--- src/rtl/alu_pkg.sv ---
`default_nettype none
// ============================================================================
// Module   : alu_pkg
// Purpose  : Shared widths, opcodes, FSM states and command record for the
//            alu_8_bit issue controller.
// Revision : 1.0 - initial release
// ============================================================================
package alu_pkg;

    localparam int DATA_W = 8;
    localparam int OP_W   = 4;

    localparam logic [OP_W-1:0] OP_ADD  = 4'h0;
    localparam logic [OP_W-1:0] OP_SUB  = 4'h1;
    localparam logic [OP_W-1:0] OP_AND  = 4'h2;
    localparam logic [OP_W-1:0] OP_OR   = 4'h3;
    localparam logic [OP_W-1:0] OP_XOR  = 4'h4;
    localparam logic [OP_W-1:0] OP_NOT  = 4'h5;
    localparam logic [OP_W-1:0] OP_SHL  = 4'h6;
    localparam logic [OP_W-1:0] OP_SHR  = 4'h7;
    localparam logic [OP_W-1:0] OP_INC  = 4'h8;
    localparam logic [OP_W-1:0] OP_DEC  = 4'h9;
    localparam logic [OP_W-1:0] OP_PASS = 4'hA;
    localparam logic [OP_W-1:0] OP_MAX  = OP_PASS;

    typedef enum logic [1:0] {
        IDLE = 2'd0,
        WAIT = 2'd1,
        HOLD = 2'd2
    } state_t;

    typedef struct packed {
        logic [DATA_W-1:0] a;
        logic [DATA_W-1:0] b;
        logic [OP_W-1:0]   op;
    } alu_cmd_t;

endpackage
`default_nettype wire

--- src/rtl/alu_issue_ctrl_if.sv ---
`default_nettype none
// ============================================================================
// Module   : alu_issue_ctrl_if
// Purpose  : Command and response valid/ready channels of the issue controller.
// Revision : 1.0 - initial release
// ============================================================================
interface alu_issue_ctrl_if #(
    parameter int DATA_W = alu_pkg::DATA_W,
    parameter int OP_W   = alu_pkg::OP_W
) ();

    logic              cmd_valid;
    logic              cmd_ready;
    logic [DATA_W-1:0] cmd_a;
    logic [DATA_W-1:0] cmd_b;
    logic [OP_W-1:0]   cmd_op;

    logic              rsp_valid;
    logic              rsp_ready;
    logic [DATA_W-1:0] rsp_data;
    logic              rsp_carry;
    logic              rsp_err;

    // Producer of commands / consumer of responses
    modport master (
        output cmd_valid, cmd_a, cmd_b, cmd_op, rsp_ready,
        input  cmd_ready, rsp_valid, rsp_data, rsp_carry, rsp_err
    );

    // The issue controller itself
    modport slave (
        input  cmd_valid, cmd_a, cmd_b, cmd_op, rsp_ready,
        output cmd_ready, rsp_valid, rsp_data, rsp_carry, rsp_err
    );

endinterface
`default_nettype wire

--- src/rtl/alu_cmd_fifo.sv ---
`default_nettype none
// ============================================================================
// Module   : alu_cmd_fifo
// Purpose  : Show-ahead command FIFO; head entry is visible while not empty.
// Revision : 1.0 - initial release
// ============================================================================
module alu_cmd_fifo
    import alu_pkg::*;
#(
    parameter int DEPTH = 4
) (
    input  wire logic                     clk,
    input  wire logic                     rst,
    input  wire logic                     i_push,
    input  wire alu_cmd_t                 i_data,
    input  wire logic                     i_pop,
    output alu_cmd_t                      o_data,
    output logic                          o_full,
    output logic                          o_empty,
    output logic [$clog2(DEPTH):0]        o_count
);

    localparam int c_ptr_w  = $clog2(DEPTH);
    localparam int c_fcnt_w = $clog2(DEPTH) + 1;

    alu_cmd_t              r_mem [DEPTH];
    logic [c_ptr_w-1:0]    r_wr_ptr;
    logic [c_ptr_w-1:0]    r_rd_ptr;
    logic [c_fcnt_w-1:0]   r_count;
    logic                  w_push;
    logic                  w_pop;

    assign o_full  = (r_count == c_fcnt_w'(DEPTH));
    assign o_empty = (r_count == '0);
    assign o_count = r_count;
    assign o_data  = r_mem[r_rd_ptr];

    assign w_push = i_push && !o_full;
    assign w_pop  = i_pop && !o_empty;

    // Storage carries no reset; validity is tracked by the pointers alone
    always_ff @(posedge clk) begin
        if (w_push) begin
            r_mem[r_wr_ptr] <= i_data;
        end
    end

    // DEPTH is a power of two, so pointers wrap by natural overflow
    always_ff @(posedge clk) begin
        if (rst) begin
            r_wr_ptr <= '0;
            r_rd_ptr <= '0;
            r_count  <= '0;
        end else begin
            if (w_push) begin
                r_wr_ptr <= r_wr_ptr + c_ptr_w'(1);
            end
            if (w_pop) begin
                r_rd_ptr <= r_rd_ptr + c_ptr_w'(1);
            end
            case ({w_push, w_pop})
                2'b10:   r_count <= r_count + c_fcnt_w'(1);
                2'b01:   r_count <= r_count - c_fcnt_w'(1);
                default: r_count <= r_count;
            endcase
        end
    end

endmodule
`default_nettype wire

--- src/rtl/alu_issue_ctrl.sv ---
`default_nettype none
// ============================================================================
// Module   : alu_issue_ctrl
// Purpose  : Buffers ALU commands, issues them one at a time to alu_8_bit,
//            waits its fixed latency and returns results in command order.
// Revision : 1.0 - initial release
// ============================================================================
module alu_issue_ctrl
    import alu_pkg::*;
#(
    parameter int              DATA_W  = alu_pkg::DATA_W,
    parameter int              OP_W    = alu_pkg::OP_W,
    parameter int              DEPTH   = 4,
    parameter int              ALU_LAT = 1,
    parameter logic [OP_W-1:0] OP_MAX  = alu_pkg::OP_MAX
) (
    input  wire logic              clk,
    input  wire logic              rst,
    alu_issue_ctrl_if.slave        bus,
    output logic [DATA_W-1:0]      alu_a,
    output logic [DATA_W-1:0]      alu_b,
    output logic [OP_W-1:0]        alu_op,
    input  wire logic [DATA_W-1:0] alu_res,
    input  wire logic              alu_cy,
    output logic                   busy
);

    localparam int c_lat_w  = (ALU_LAT < 1) ? 1 : $clog2(ALU_LAT + 1);
    localparam int c_fcnt_w = $clog2(DEPTH) + 1;

    state_t                r_state;
    logic [c_lat_w-1:0]    r_cnt;
    logic [DATA_W-1:0]     r_alu_a;
    logic [DATA_W-1:0]     r_alu_b;
    logic [OP_W-1:0]       r_alu_op;
    logic                  r_rsp_valid;
    logic [DATA_W-1:0]     r_rsp_data;
    logic                  r_rsp_carry;
    logic                  r_rsp_err;

    alu_cmd_t              w_cmd_in;
    alu_cmd_t              w_head;
    logic                  w_fifo_full;
    logic                  w_fifo_empty;
    logic [c_fcnt_w-1:0]   w_fifo_count;
    logic                  w_pop;

    assign w_cmd_in = '{a: bus.cmd_a, b: bus.cmd_b, op: bus.cmd_op};
    assign w_pop    = (r_state == IDLE) && !w_fifo_empty;

    alu_cmd_fifo #(
        .DEPTH   (DEPTH)
    ) u_fifo (
        .clk     (clk),
        .rst     (rst),
        .i_push  (bus.cmd_valid),
        .i_data  (w_cmd_in),
        .i_pop   (w_pop),
        .o_data  (w_head),
        .o_full  (w_fifo_full),
        .o_empty (w_fifo_empty),
        .o_count (w_fifo_count)
    );

    assign bus.cmd_ready = !w_fifo_full;
    assign bus.rsp_valid = r_rsp_valid;
    assign bus.rsp_data  = r_rsp_data;
    assign bus.rsp_carry = r_rsp_carry;
    assign bus.rsp_err   = r_rsp_err;

    assign alu_a  = r_alu_a;
    assign alu_b  = r_alu_b;
    assign alu_op = r_alu_op;
    assign busy   = (r_state != IDLE) || (w_fifo_count != '0);

    always_ff @(posedge clk) begin
        if (rst) begin
            r_state     <= IDLE;
            r_cnt       <= '0;
            r_alu_a     <= '0;
            r_alu_b     <= '0;
            r_alu_op    <= '0;
            r_rsp_valid <= 1'b0;
            r_rsp_data  <= '0;
            r_rsp_carry <= 1'b0;
            r_rsp_err   <= 1'b0;
        end else begin
            case (r_state)
                IDLE: begin
                    if (!w_fifo_empty) begin
                        if (w_head.op <= OP_MAX) begin
                            r_alu_a  <= w_head.a;
                            r_alu_b  <= w_head.b;
                            r_alu_op <= w_head.op;
                            r_cnt    <= c_lat_w'(ALU_LAT);
                            r_state  <= WAIT;
                        end else begin
                            // Rejected without touching the ALU inputs
                            r_rsp_data  <= '0;
                            r_rsp_carry <= 1'b0;
                            r_rsp_err   <= 1'b1;
                            r_rsp_valid <= 1'b1;
                            r_state     <= HOLD;
                        end
                    end
                end
                WAIT: begin
                    if (r_cnt != '0) begin
                        r_cnt <= r_cnt - c_lat_w'(1);
                    end else begin
                        r_rsp_data  <= alu_res;
                        r_rsp_carry <= alu_cy;
                        r_rsp_err   <= 1'b0;
                        r_rsp_valid <= 1'b1;
                        r_state     <= HOLD;
                    end
                end
                HOLD: begin
                    if (bus.rsp_ready) begin
                        r_rsp_valid <= 1'b0;
                        r_state     <= IDLE;
                    end
                end
                default: begin
                    r_state <= IDLE;
                end
            endcase
        end
    end

endmodule
`default_nettype wire
--- src/flat_wrapper.sv ---
// flat-port wrapper written by rule: the top's interface ports become plain ports
module alu_issue_ctrl_flat import alu_pkg::*;
#(
    parameter int              DATA_W  = alu_pkg::DATA_W,
    parameter int              OP_W    = alu_pkg::OP_W,
    parameter int              DEPTH   = 4,
    parameter int              ALU_LAT = 1,
    parameter logic [OP_W-1:0] OP_MAX  = alu_pkg::OP_MAX
)
  (clk, rst, alu_a, alu_b, alu_op, alu_res, alu_cy, busy, bus_cmd_valid, bus_cmd_a, bus_cmd_b, bus_cmd_op, bus_rsp_ready, bus_cmd_ready, bus_rsp_valid, bus_rsp_data, bus_rsp_carry, bus_rsp_err);
  alu_issue_ctrl_if #(.DATA_W(DATA_W), .OP_W(OP_W)) bus_i ();
  input  wire logic clk;
  input  wire logic rst;
  output logic [DATA_W-1:0] alu_a;
  output logic [DATA_W-1:0] alu_b;
  output logic [OP_W-1:0] alu_op;
  input  wire logic [DATA_W-1:0] alu_res;
  input  wire logic alu_cy;
  output logic busy;
  input wire logic [$bits(bus_i.cmd_valid)-1:0] bus_cmd_valid;
  input wire logic [$bits(bus_i.cmd_a)-1:0] bus_cmd_a;
  input wire logic [$bits(bus_i.cmd_b)-1:0] bus_cmd_b;
  input wire logic [$bits(bus_i.cmd_op)-1:0] bus_cmd_op;
  input wire logic [$bits(bus_i.rsp_ready)-1:0] bus_rsp_ready;
  output wire logic [$bits(bus_i.cmd_ready)-1:0] bus_cmd_ready;
  output wire logic [$bits(bus_i.rsp_valid)-1:0] bus_rsp_valid;
  output wire logic [$bits(bus_i.rsp_data)-1:0] bus_rsp_data;
  output wire logic [$bits(bus_i.rsp_carry)-1:0] bus_rsp_carry;
  output wire logic [$bits(bus_i.rsp_err)-1:0] bus_rsp_err;
  assign bus_i.cmd_valid = bus_cmd_valid;
  assign bus_i.cmd_a = bus_cmd_a;
  assign bus_i.cmd_b = bus_cmd_b;
  assign bus_i.cmd_op = bus_cmd_op;
  assign bus_i.rsp_ready = bus_rsp_ready;
  assign bus_cmd_ready = bus_i.cmd_ready;
  assign bus_rsp_valid = bus_i.rsp_valid;
  assign bus_rsp_data = bus_i.rsp_data;
  assign bus_rsp_carry = bus_i.rsp_carry;
  assign bus_rsp_err = bus_i.rsp_err;
  alu_issue_ctrl #(.DATA_W(DATA_W), .OP_W(OP_W), .DEPTH(DEPTH), .ALU_LAT(ALU_LAT), .OP_MAX(OP_MAX)) u_core (.clk(clk), .rst(rst), .bus(bus_i), .alu_a(alu_a), .alu_b(alu_b), .alu_op(alu_op), .alu_res(alu_res), .alu_cy(alu_cy), .busy(busy));
endmodule
--- config.mk ---
export PLATFORM = sky130hd
export DESIGN_NAME = alu_issue_ctrl_flat
export DESIGN_NICKNAME = d
export VERILOG_FILES = /design/src/rtl/alu_pkg.sv /design/src/rtl/alu_issue_ctrl_if.sv /design/src/rtl/alu_cmd_fifo.sv /design/src/rtl/alu_issue_ctrl.sv /design/src/flat_wrapper.sv
export SDC_FILE = /design/constraint.sdc
export NUM_CORES = 1
export LEC_CHECK = 0
export ABC_AREA = 1
export CAP_MARGIN = 20
export CORE_ASPECT_RATIO = 1.75
export CORE_MARGIN = 5
export CORE_UTILIZATION = 36
export DETAILED_ROUTE_END_ITERATION = 8
export PLACE_DENSITY_LB_ADDON = 0.12
export SYNTH_ARGS = -nofsm -noshare
export SYNTH_HDL_FRONTEND = slang
export SYNTH_HIERARCHICAL = 1
export SYNTH_SLANG_ARGS = --single-unit
--- constraint.sdc ---
create_clock -name clk -period 2 [get_ports clk]
set_input_delay 0.3 -clock clk [delete_from_list [all_inputs] [get_ports clk]]
set_output_delay 0.3 -clock clk [all_outputs]
set_load 0.1 [all_outputs]
==> summary.txt <==
Logic synthesis
  • Dominant combinational cell family by area after synthesis: simple AND/OR/NAND/NOR gates
  • Number of nets produced by synthesis: 497
  • Area share of the largest cell type after synthesis: 0.489
  • Netlist Area Pre-Place: between 4000 and 5000 sq um
  • Sequential element share of the synthesized area: 0.665
  • Share of synthesized area spent on multiplexers: 0
  • YS warnings: 6
  • Post-Synthesis Mean Instance Area: about 11 sq um
  • Predominant post-synthesis flop cell: sky130_fd_sc_hd__edfxtp_1
  • Largest cells by area after synthesis: sky130_fd_sc_hd__edfxtp_1 49%, sky130_fd_sc_hd__dfxtp_1 18%, sky130_fd_sc_hd__nor2_1 4.7%
  • Flops & latches, synth: between 100 and 150
  • Unique masters post-synth: 25
  • Leading post-synthesis cells by instance count: 80 x sky130_fd_sc_hd__edfxtp_1, 61 x sky130_fd_sc_hd__nor2_1, 60 x sky130_fd_sc_hd__nand2_1
  • Fraction of the mapped netlist area in simple logic gates: 0.151
  • Share of the synthesized netlist area taken by xor and xnor gates: 0
  • Post-synth EDFFs: 80
  • Synthesized-area fraction occupied by ao, oa, aoi and oai cells: 0.112
  • Number of instances in the synthesized netlist: between 400 and 500
  • Cell with the most instances after synthesis: sky130_fd_sc_hd__edfxtp_1
  • Largest area contributor in the synthesized netlist: sky130_fd_sc_hd__edfxtp_1
  • Arithmetic-cell share of the synthesized area counting full adders, half adders and majority gates: 0.0168
  • Fraction of synthesis flops using an asynchronous set or reset pin: 0

Drt
  • Drt first-iter violations: ~190
  • Number of nets still failing antenna checks after routing: 0
  • Total DRC errors in the routed layout: 0
  • Number of vias in the routed layout: roughly 3500
  • Routed wirelength normalized by instance count: about 16 um
  • Initial DRT Pass Iterations: 4
  • Total length of routed wires: 11400 um
  • Post-DR vias/cell: between 4 and 5

Place
  • Last weighted congestion value of the routability-driven placer: between 0.8 and 0.9
  • Number of buffer cells added on primary ports: 65
  • HPWL after detailed placement: approximately 7700 um
  • Pre-CTS WS: 0.0592 ns

Clocking
  • Clock Pin Slew Worst Setup and Hold Paths: approximately 0.060 ns
  • Worst-skew pair later-pin latency: about 0.41 ns
  • CTS Sinks: between 100 and 150
  • Number of clock buffers inserted by TritonCTS: 17
  • Number of levels the H-tree was split into: 4
  • CTS tree: built
  • CTS max path bufs: 2
  • CTS Hold Buffers Added: 0
  • Clk Tree Root Cell: sky130_fd_sc_hd__clkbuf_16

STA
  • Total count of hold-check failures in the final report: 0
  • Worst-case clock skew: 0.00992 ns
  • Max Clock Freq: between 500 and 600 MHz
  • RSZ-0062 raised after global routing: false
  • Final Setup Violations: 0
  • Transition at the pin with the smallest max-transition slack: between 0.4 and 0.5 ns
  • Final setup TNS: 0 ns
  • Slew margin rel.: 0.700
  • Final critical-path required period: between 1.5 and 2 ns
  • Final period util: 0.894
  • Number of slew-limit violations in the final report: 0
  • Final worst-path setup slack: between 0.2 and 0.25 ns

Finish
  • Final #Nets: 584
  • Post-synthesis to final-layout area growth: 31.7%
  • Fraction of final layout cells sized beyond drive strength 1: 0.212
  • Ant diodes: 0
  • Layout fillers: between 1000 and 1500

Global route
  • Total global routing track utilization: 0.147
  • Aggregate global routing overflow: 0
  • Antenna violations before repair: 0
  • Pin count of the biggest net entering global routing: 25
  • Via count of the first global-routing pass: roughly 3600
  • First-pass GRT wire length: 18300 um

Critical path
  • Category of the worst setup path capture point: flip-flop
  • Required time reported for the critical path endpoint: about 2.3 ns
  • Largest stage delay, worst path: ~0.35 ns
  • Critical Setup Path Class: reg -> reg
  • Worst-path cell chain: nor2_2 > nand2_2 > inv_2 > nor3_4 > nand2_2 > inv_2 > ha_4 > inv_2 > fa_2 > inv_1 > nand2_1 > nand3_2 > nand2_1 > nand2_1 > nor2_1
  • Critical path launch point type: flip-flop
  • Maximum net fanout on the critical path: 3
  • Standard cell with the maximum stage delay on the critical path: sky130_fd_sc_hd__dfxtp_2
  • Arrival time at the worst endpoint: 2.09 ns

Die
  • Starting Density: 0.367
  • Core Rows: 56
  • Area of the die: ~16000 sq um
  • Die W: a little under 100 um
  • Number of top-level design ports: 66
  • Core region area: 13400 sq um
  • Height of the die: between 150 and 200 um

Flow run
  • Max Cap Viol: 0

Run status
  • Result of the run: completed

Min path
  • Hold crit path type: reg -> reg
==> logic make-up after synthesis <==
family,after synthesis
DFF,123
adders and majority gates,6
buffers and inverters,55
and+or+nand+nor,172
AOI/OAI and AO/OA,102
==> path summary, 6_finish.rpt <==
path                                 start  slack, ns  depth (start not counted)                  endpoint
setup reg to reg  u_core/u_fifo/o_count[1]       0.21                         15  u_core/u_fifo/o_count[2]
setup / recovery  u_core/u_fifo/o_count[1]       0.21                         15  u_core/u_fifo/o_count[2]
hold / removal             u_core/alu_a[1]       0.46                          2           u_core/alu_a[1]
hold reg to reg            u_core/alu_a[1]       0.46                          2           u_core/alu_a[1]
==> sequential cells by signal, summed over array words and instances, names as in the netlist, named ones only <==
name / flops
u_core/u_fifo/r_wr_ptr: 2
u_core/r_state: 2
u_core/bus.rsp_valid: 1
u_core/bus.rsp_carry: 1
u_core/alu_op: 4
u_core/u_fifo/r_mem: 80
u_core/alu_a: 8
u_core/u_fifo/r_rd_ptr: 2
u_core/alu_b: 8
u_core/bus.rsp_err: 1
u_core/r_cnt: 1
u_core/u_fifo/o_count: 3
u_core/bus.rsp_data: 8
==> layer usage <==
metal / wire length [um] / GRT usage
met5: 0 / 0
met4: 152 / 0.0590
met3: 490 / 0.0406
met2: 6030 / 0.270
met1: 4680 / 0.160
==> cell usage in the layout (no fill, tap or decap), drive strengths merged <==
cell type	synthesis	layout
ha	5	5
nand2	67	67
a21oi	39	39
clkbuf	6	18
clkinv	2	9
bufinv	0	3
clkinvlp	0	1
nor3	3	3
nor2	64	64
nand3	38	38
clkdlybuf4s50	0	32
o21ai	43	43
inv	28	29
dfxtp	43	43
edfxtp	80	80
buf	19	61
fa	1	1
o22ai	20	20
==> worst max-delay path: cells and delay by family (launching register included) <==
family	cells	cell delay, ns
buf+inv	4	0.23
simple gates	9	0.64
fa+ha+maj	2	0.48
flops	1	0.35
==> through the flow <==
step | cell area, sq um | std cells | util | hold slack (ns)
after floorplan | 4930 | 458 | - | 0.369
after global placement | 5840 | 696 | 0.436 | 0.450
after detailed placement | 5840 | 696 | 0.436 | 0.455
after global routing | 6460 | 730 | 0.483 | 0.480
final | 6460 | 730 | 0.483 | 0.463
after CTS | 6420 | 726 | 0.480 | 0.465
==> what timing repair did <==
item	in CTS	in global routing
gates resized for setup	0	5
buffers inserted	0	4
endpoints found under the setup margin	0	24
==> final cells by class <==
cell class / instances / area [sq um] / area share
timing repair buffer: 93 / 878 / 0.136
clock buffer: 18 / 429 / 0.0664
clock inverter: 12 / 150 / 0.0232
inverter: 30 / 113 / 0.0174
multi-input combinational: 280 / 1410 / 0.218
tap: 174 / 218 / 0.0337
sequential: 123 / 3270 / 0.506
Power is not shown: default switching activity piles up to over one toggle a cycle in this logic, so the estimate is an artifact.
